`config.mk`:
```
export PLATFORM = sky130hd
export DESIGN_NAME = ps2_kbd_fifo
export DESIGN_NICKNAME = d
export VERILOG_FILES = /design/src/rtl/ps2_kbd_fifo.sv
export SDC_FILE = /design/constraint.sdc
export NUM_CORES = 1
export LEC_CHECK = 0
export BUFFER_PORTS_ARGS = -buffer_cell sky130_fd_sc_hd__buf_2
export CORE_ASPECT_RATIO = 0.75
export CORE_MARGIN = 4
export CORE_UTILIZATION = 55
export CTS_CLUSTER_SIZE = 12
export DETAILED_ROUTE_END_ITERATION = 8
export PLACE_DENSITY = 0.76
export SLEW_MARGIN = 20
export SYNTH_ARGS = -nofsm -noshare
export SYNTH_HDL_FRONTEND = slang
export SYNTH_SLANG_ARGS = --single-unit
```
`constraint.sdc`:
```
create_clock -name clk -period 4.1 [get_ports clk]
set_clock_uncertainty 0.15 [all_clocks]
set_input_delay 0.205 -clock clk [delete_from_list [all_inputs] [get_ports clk]]
set_output_delay 0.205 -clock clk [all_outputs]
set_load 0.01 [all_outputs]
```
`src/rtl/ps2_kbd_fifo.sv`:
```
// ps2_kbd_fifo: PS/2 keyboard receiver that deserialises scan codes into a FIFO
// read by the CPU through an active-low I/O read strobe.
module ps2_kbd_fifo #(
    parameter int FIFO_AW = 3,
    parameter int TIMEOUT = 50000
) (
    input  logic       clk,
    input  logic       rst,
    input  logic       ps2_clk,
    input  logic       ps2_data,
    input  logic       io_rdn,
    output logic [7:0] key_data,
    output logic       ready,
    output logic       overflow,
    output logic       frame_err
);
    localparam int DEPTH = 1 << FIFO_AW;
    localparam int PW    = FIFO_AW + 1;
    localparam int TW    = (TIMEOUT > 1) ? $clog2(TIMEOUT) : 1;
    localparam logic [TW-1:0] TO_LAST = TW'(TIMEOUT - 1);

    typedef enum logic [1:0] {IDLE, SHIFT, CHECK} state_t;

    state_t        state, state_next;
    logic [3:0]    bit_cnt, cnt_next;
    logic [TW-1:0] to_cnt, to_next;
    logic [7:0]    shift_reg;
    logic          parity_bit, stop_bit;
    logic          shift_en, par_en, stop_en, err_next, frame_done;

    logic clk_s1, clk_s2, clk_prev, data_s1, data_s2;
    logic fall, frame_valid;

    logic [7:0]    mem [DEPTH];
    logic [PW-1:0] rd_ptr, wr_ptr, rd_next, wr_next;
    logic          io_rdn_q, pop_req, pop, wr_en, drop;
    logic          empty, full;
    logic [7:0]    head_next;

    // Two-flop synchronisers; clk_prev gives a one-cycle history for fall detection.
    always_ff @(posedge clk or posedge rst) begin
        if (rst) begin
            clk_s1   <= 1'b1;
            clk_s2   <= 1'b1;
            clk_prev <= 1'b1;
            data_s1  <= 1'b1;
            data_s2  <= 1'b1;
        end else begin
            clk_s1   <= ps2_clk;
            clk_s2   <= clk_s1;
            clk_prev <= clk_s2;
            data_s1  <= ps2_data;
            data_s2  <= data_s1;
        end
    end

    assign fall        = clk_prev & ~clk_s2;
    assign frame_valid = (^shift_reg ^ parity_bit) & stop_bit;

    always_ff @(posedge clk or posedge rst) begin
        if (rst) begin
            state      <= IDLE;
            bit_cnt    <= 4'd0;
            to_cnt     <= '0;
            shift_reg  <= 8'h00;
            parity_bit <= 1'b0;
            stop_bit   <= 1'b0;
            frame_err  <= 1'b0;
        end else begin
            state     <= state_next;
            bit_cnt   <= cnt_next;
            to_cnt    <= to_next;
            frame_err <= err_next;
            if (shift_en) shift_reg  <= {data_s2, shift_reg[7:1]};
            if (par_en)   parity_bit <= data_s2;
            if (stop_en)  stop_bit   <= data_s2;
        end
    end

    // Counts 1..8 are data (LSB first), 9 is parity, 10 is stop.
    always_comb begin
        state_next = state;
        cnt_next   = bit_cnt;
        to_next    = to_cnt;
        shift_en   = 1'b0;
        par_en     = 1'b0;
        stop_en    = 1'b0;
        err_next   = 1'b0;
        frame_done = 1'b0;
        case (state)
            IDLE: begin
                to_next = '0;
                if (fall) begin
                    if (!data_s2) begin
                        state_next = SHIFT;
                        cnt_next   = 4'd1;
                    end else begin
                        err_next = 1'b1;
                    end
                end
            end
            SHIFT: begin
                if (fall) begin
                    to_next  = '0;
                    cnt_next = bit_cnt + 4'd1;
                    if (bit_cnt <= 4'd8) begin
                        shift_en = 1'b1;
                    end else if (bit_cnt == 4'd9) begin
                        par_en = 1'b1;
                    end else begin
                        stop_en    = 1'b1;
                        state_next = CHECK;
                    end
                end else if (to_cnt == TO_LAST) begin
                    state_next = IDLE;
                    err_next   = 1'b1;
                    cnt_next   = 4'd0;
                    to_next    = '0;
                end else begin
                    to_next = to_cnt + TW'(1);
                end
            end
            CHECK: begin
                state_next = IDLE;
                cnt_next   = 4'd0;
                to_next    = '0;
                frame_done = 1'b1;
                err_next   = ~frame_valid;
            end
            default: begin
                state_next = IDLE;
                cnt_next   = 4'd0;
                to_next    = '0;
            end
        endcase
    end

    assign pop_req = ~io_rdn_q & io_rdn;
    assign empty   = (rd_ptr == wr_ptr);
    assign full    = (rd_ptr[FIFO_AW] != wr_ptr[FIFO_AW]) &&
                     (rd_ptr[FIFO_AW-1:0] == wr_ptr[FIFO_AW-1:0]);
    assign pop     = pop_req & ~empty;
    // A pop in the same cycle frees a slot, so a full FIFO can still accept.
    assign wr_en   = frame_done & frame_valid & (~full | pop);
    assign drop    = frame_done & frame_valid & full & ~pop;
    assign rd_next = rd_ptr + PW'(pop);
    assign wr_next = wr_ptr + PW'(wr_en);

    // Registered head must look through to the byte being written into an empty slot.
    always_comb begin
        head_next = 8'h00;
        if (rd_next != wr_next) begin
            if (wr_en && (wr_ptr == rd_next))
                head_next = shift_reg;
            else
                head_next = mem[rd_next[FIFO_AW-1:0]];
        end
    end

    always_ff @(posedge clk) begin
        if (wr_en) mem[wr_ptr[FIFO_AW-1:0]] <= shift_reg;
    end

    always_ff @(posedge clk or posedge rst) begin
        if (rst) begin
            io_rdn_q <= 1'b1;
            rd_ptr   <= '0;
            wr_ptr   <= '0;
            key_data <= 8'h00;
            ready    <= 1'b0;
            overflow <= 1'b0;
        end else begin
            io_rdn_q <= io_rdn;
            rd_ptr   <= rd_next;
            wr_ptr   <= wr_next;
            key_data <= head_next;
            ready    <= (rd_next != wr_next);
            if (drop)
                overflow <= 1'b1;
            else if (pop)
                overflow <= 1'b0;
        end
    end

endmodule
```
==> impl_metrics.ini <==
[run_status]
outcome = finished clean

[floorplan]
core_area_um2 = 9159
dieArea_um2 = 11130
fp.dieW_um = 120.5
start_util = 0.5699
die_h_um = 92.37
pin_count = 16
rows = 30

[synthesis]
synthCells = 347
async_flop_share = 0.4711
syn_avg_cell_area_um2 = 15.04
ys_seq_area_frac = 0.6429
yosysTopAreaCellShare = 0.3682
yosys_warnings = 0
synth_edf_count = 64
synth_nets = 360
yosysTopAreaCell = edfxtp_1
synth_seq_cells = 121
synthTopCellsByArea = edfxtp_1 37%, dfrtp_1 24%, mux4_2 6.9%
ys_types = 47
synth-main-ff-cell = edfxtp_1
synthesis.area_um2 = 5220

[timing]
hold_ws_ps = 204.2
worst_pin_slew_ps = 810.3
fin_crit_ps = 3513
fmax_mhz = 284.7
finalHoldViolations = 0
slew-limit-headroom = 0.4598
finalCritPeriodShare = 0.8568
setup_viol = 0
slew_viol_final = 0
finalSetupTns_ps = 0
rsz0062_at_grt = false

[power_and_ir_drop]
p_total_uw = 4679
leakage_uw = 0.002460
power.density_nw_per_um2 = 751.4
max-vdd-ir-drop_v = 0.0004055

[placement]
dpl.hpwl_mm = 6.597
gp_congestion = 0.7730
place_inst = 494
port_buffers = 15

[critical_path]
slowest_stage = or4_4
cp_data_arrival_time_ps = 3670
cp.buffers_inverters = 0
end_kind = flop
path_cells = xor2_1, nor4_1, nor2_1, ha_1, ha_1, xor2_1, xor2_1, or4_4, or3_1, a221oi_2
crit_required_ps = 4260
crit_family = simple AND/OR/NAND/NOR gates
max_stage_delay_ps = 580
critical_path_class = reg2reg
cp-start-kind = flop
cp_common_cell = xor2_1
crit_fanout = 10

[route]
ant_nets = 0
drt_pass1_iterations = 4
vias = 3046
drt_wl_total_mm = 10.52
drc = 0
viasPerCell = 5.747
wire_per_inst_um = 19.85
drt_iter0_drc = 239

[layout]
syn_to_final_growth_pct = 19.27
utilization = 0.6798
nets = 402
n_antenna_cell = 0
largest_reg_flops = 64
instances_no_fill = 530
fillers = 633
drive_gt1_frac = 0.2562

[clock_tree]
htreeDepth = 4
worstSkewPairLatency_ps = 410
cts_tree = yes
clkSlewWorstSetupHoldPaths_ps = 50
cts_buffer_depth = 2
cts_buffers = 17
cts_root_buf = clkbuf_16
cts_num_sinks = 121

[grt]
gr-usage-all-layers = 0.2076
globalRoute.totalOverflow = 0
grt_pass1_vias = 3156
grt_max_degree = 32
antenna_found_initial = 0
grt_pass1_wl_mm = 17.18

[run]
drv_cap = 0

[min_path]
hold_class = reg2reg
-- power by group --
| part | switching [µW] | internal [µW] | leakage (µW) |
|---|---|---|---|
| combinational | 673 | 619 | 0.000837 |
| clock | 547 | 1140 | 0.000321 |
| sequential | 191 | 1510 | 0.00130 |
-- layer usage --
| metal | routed length (µm) | track usage |
|---|---|---|
| met2 | 4956 | 0.3175 |
| met3 | 721 | 0.05800 |
| met1 | 4650 | 0.2925 |
| met5 | 0 | 0 |
| met4 | 194 | 0.06604 |
-- placed cells by master (no fill, tap or decap), types with 7 or more instances in the layout --
cell type,count
a221oi_2,7
buf_2,15
buf_4,15
clkbuf_16,17
dfrtp_1,51
edfxtp_1,64
ha_1,8
inv_1,8
mux2_2,8
mux2i_1,9
mux4_2,16
nand2_1,15
nand3_1,10
nor2_1,31
nor3_1,10
xnor2_1,15
xor2_1,18
-- timing repair --
| action | CTS | global route |
|---|---|---|
| gates resized for setup | 0 | 0 |
| endpoints found under the hold margin | 28 | 0 |
| setup buffers | 0 | 0 |
| setup endpoints to repair | 0 | 0 |
| hold buffers | 4 | 0 |
-- through the flow --
step | instance area, µm² | worst slack, ps
after floorplan | 5220 | 783.1
after global placement | 5513 | 749.8
after detailed placement | 5513 | 652.3
after CTS | 6226 | 609.2
after global routing | 6226 | 419.1
final | 6226 | 587.0
-- Yosys cell counts, drive strengths merged, types with 2 or more instances --
cell type	instances
xnor2	15
nand4	2
and3	6
o21ai	5
mux2	8
or3	3
nand3	10
edfxtp	64
xnor3	2
inv	9
mux2i	9
nor4	2
buf	6
clkbuf	5
mux4	16
ha	8
a221oi	7
nor3	10
nor2	32
nor2b	5
nor4bb	2
a22o	2
nor4b	2
o22ai	2
nand2	15
a21oi	4
dfstp	6
and4	3
dfrtp	51
nand2b	5
xor2	19
-- logic make-up (layout without fill, tap and decap cells) --
group	after synthesis	after routing	share of synthesized area
mux	33	33	0.1035
buf+inv	20	75	0.01702
fa+ha+maj	8	8	0.01918
compound gates	27	27	0.04554
xor+xnor	36	36	0.06711
flops	121	121	0.6429
simple gates	102	102	0.1047
-- worst paths after layout --
path,from,end,slack [ps],depth (start not counted)
min reg2reg,data_s1,data_s2,200,0
max reg2reg,wr_ptr[1],key_data[7],590,10
min,data_s1,data_s2,200,0
min in group asynchronous,rst,rd_ptr[1],250,3
max,wr_ptr[1],key_data[7],590,10
max in group asynchronous,rst,data_s2,2690,4
-- final cells by class --
class | count | area [µm²] | share of cell area
multi-input combinational | 206 | 1775 | 0.2852
timing repair buffer | 34 | 227.7 | 0.03658
clock buffer | 17 | 425.4 | 0.06833
inverter | 9 | 33.78 | 0.005426
tap | 128 | 160.2 | 0.02572
clock inverter | 15 | 247.7 | 0.03979
sequential | 121 | 3356 | 0.5390
No activity file was read; power rests on OpenSTA's default activity.
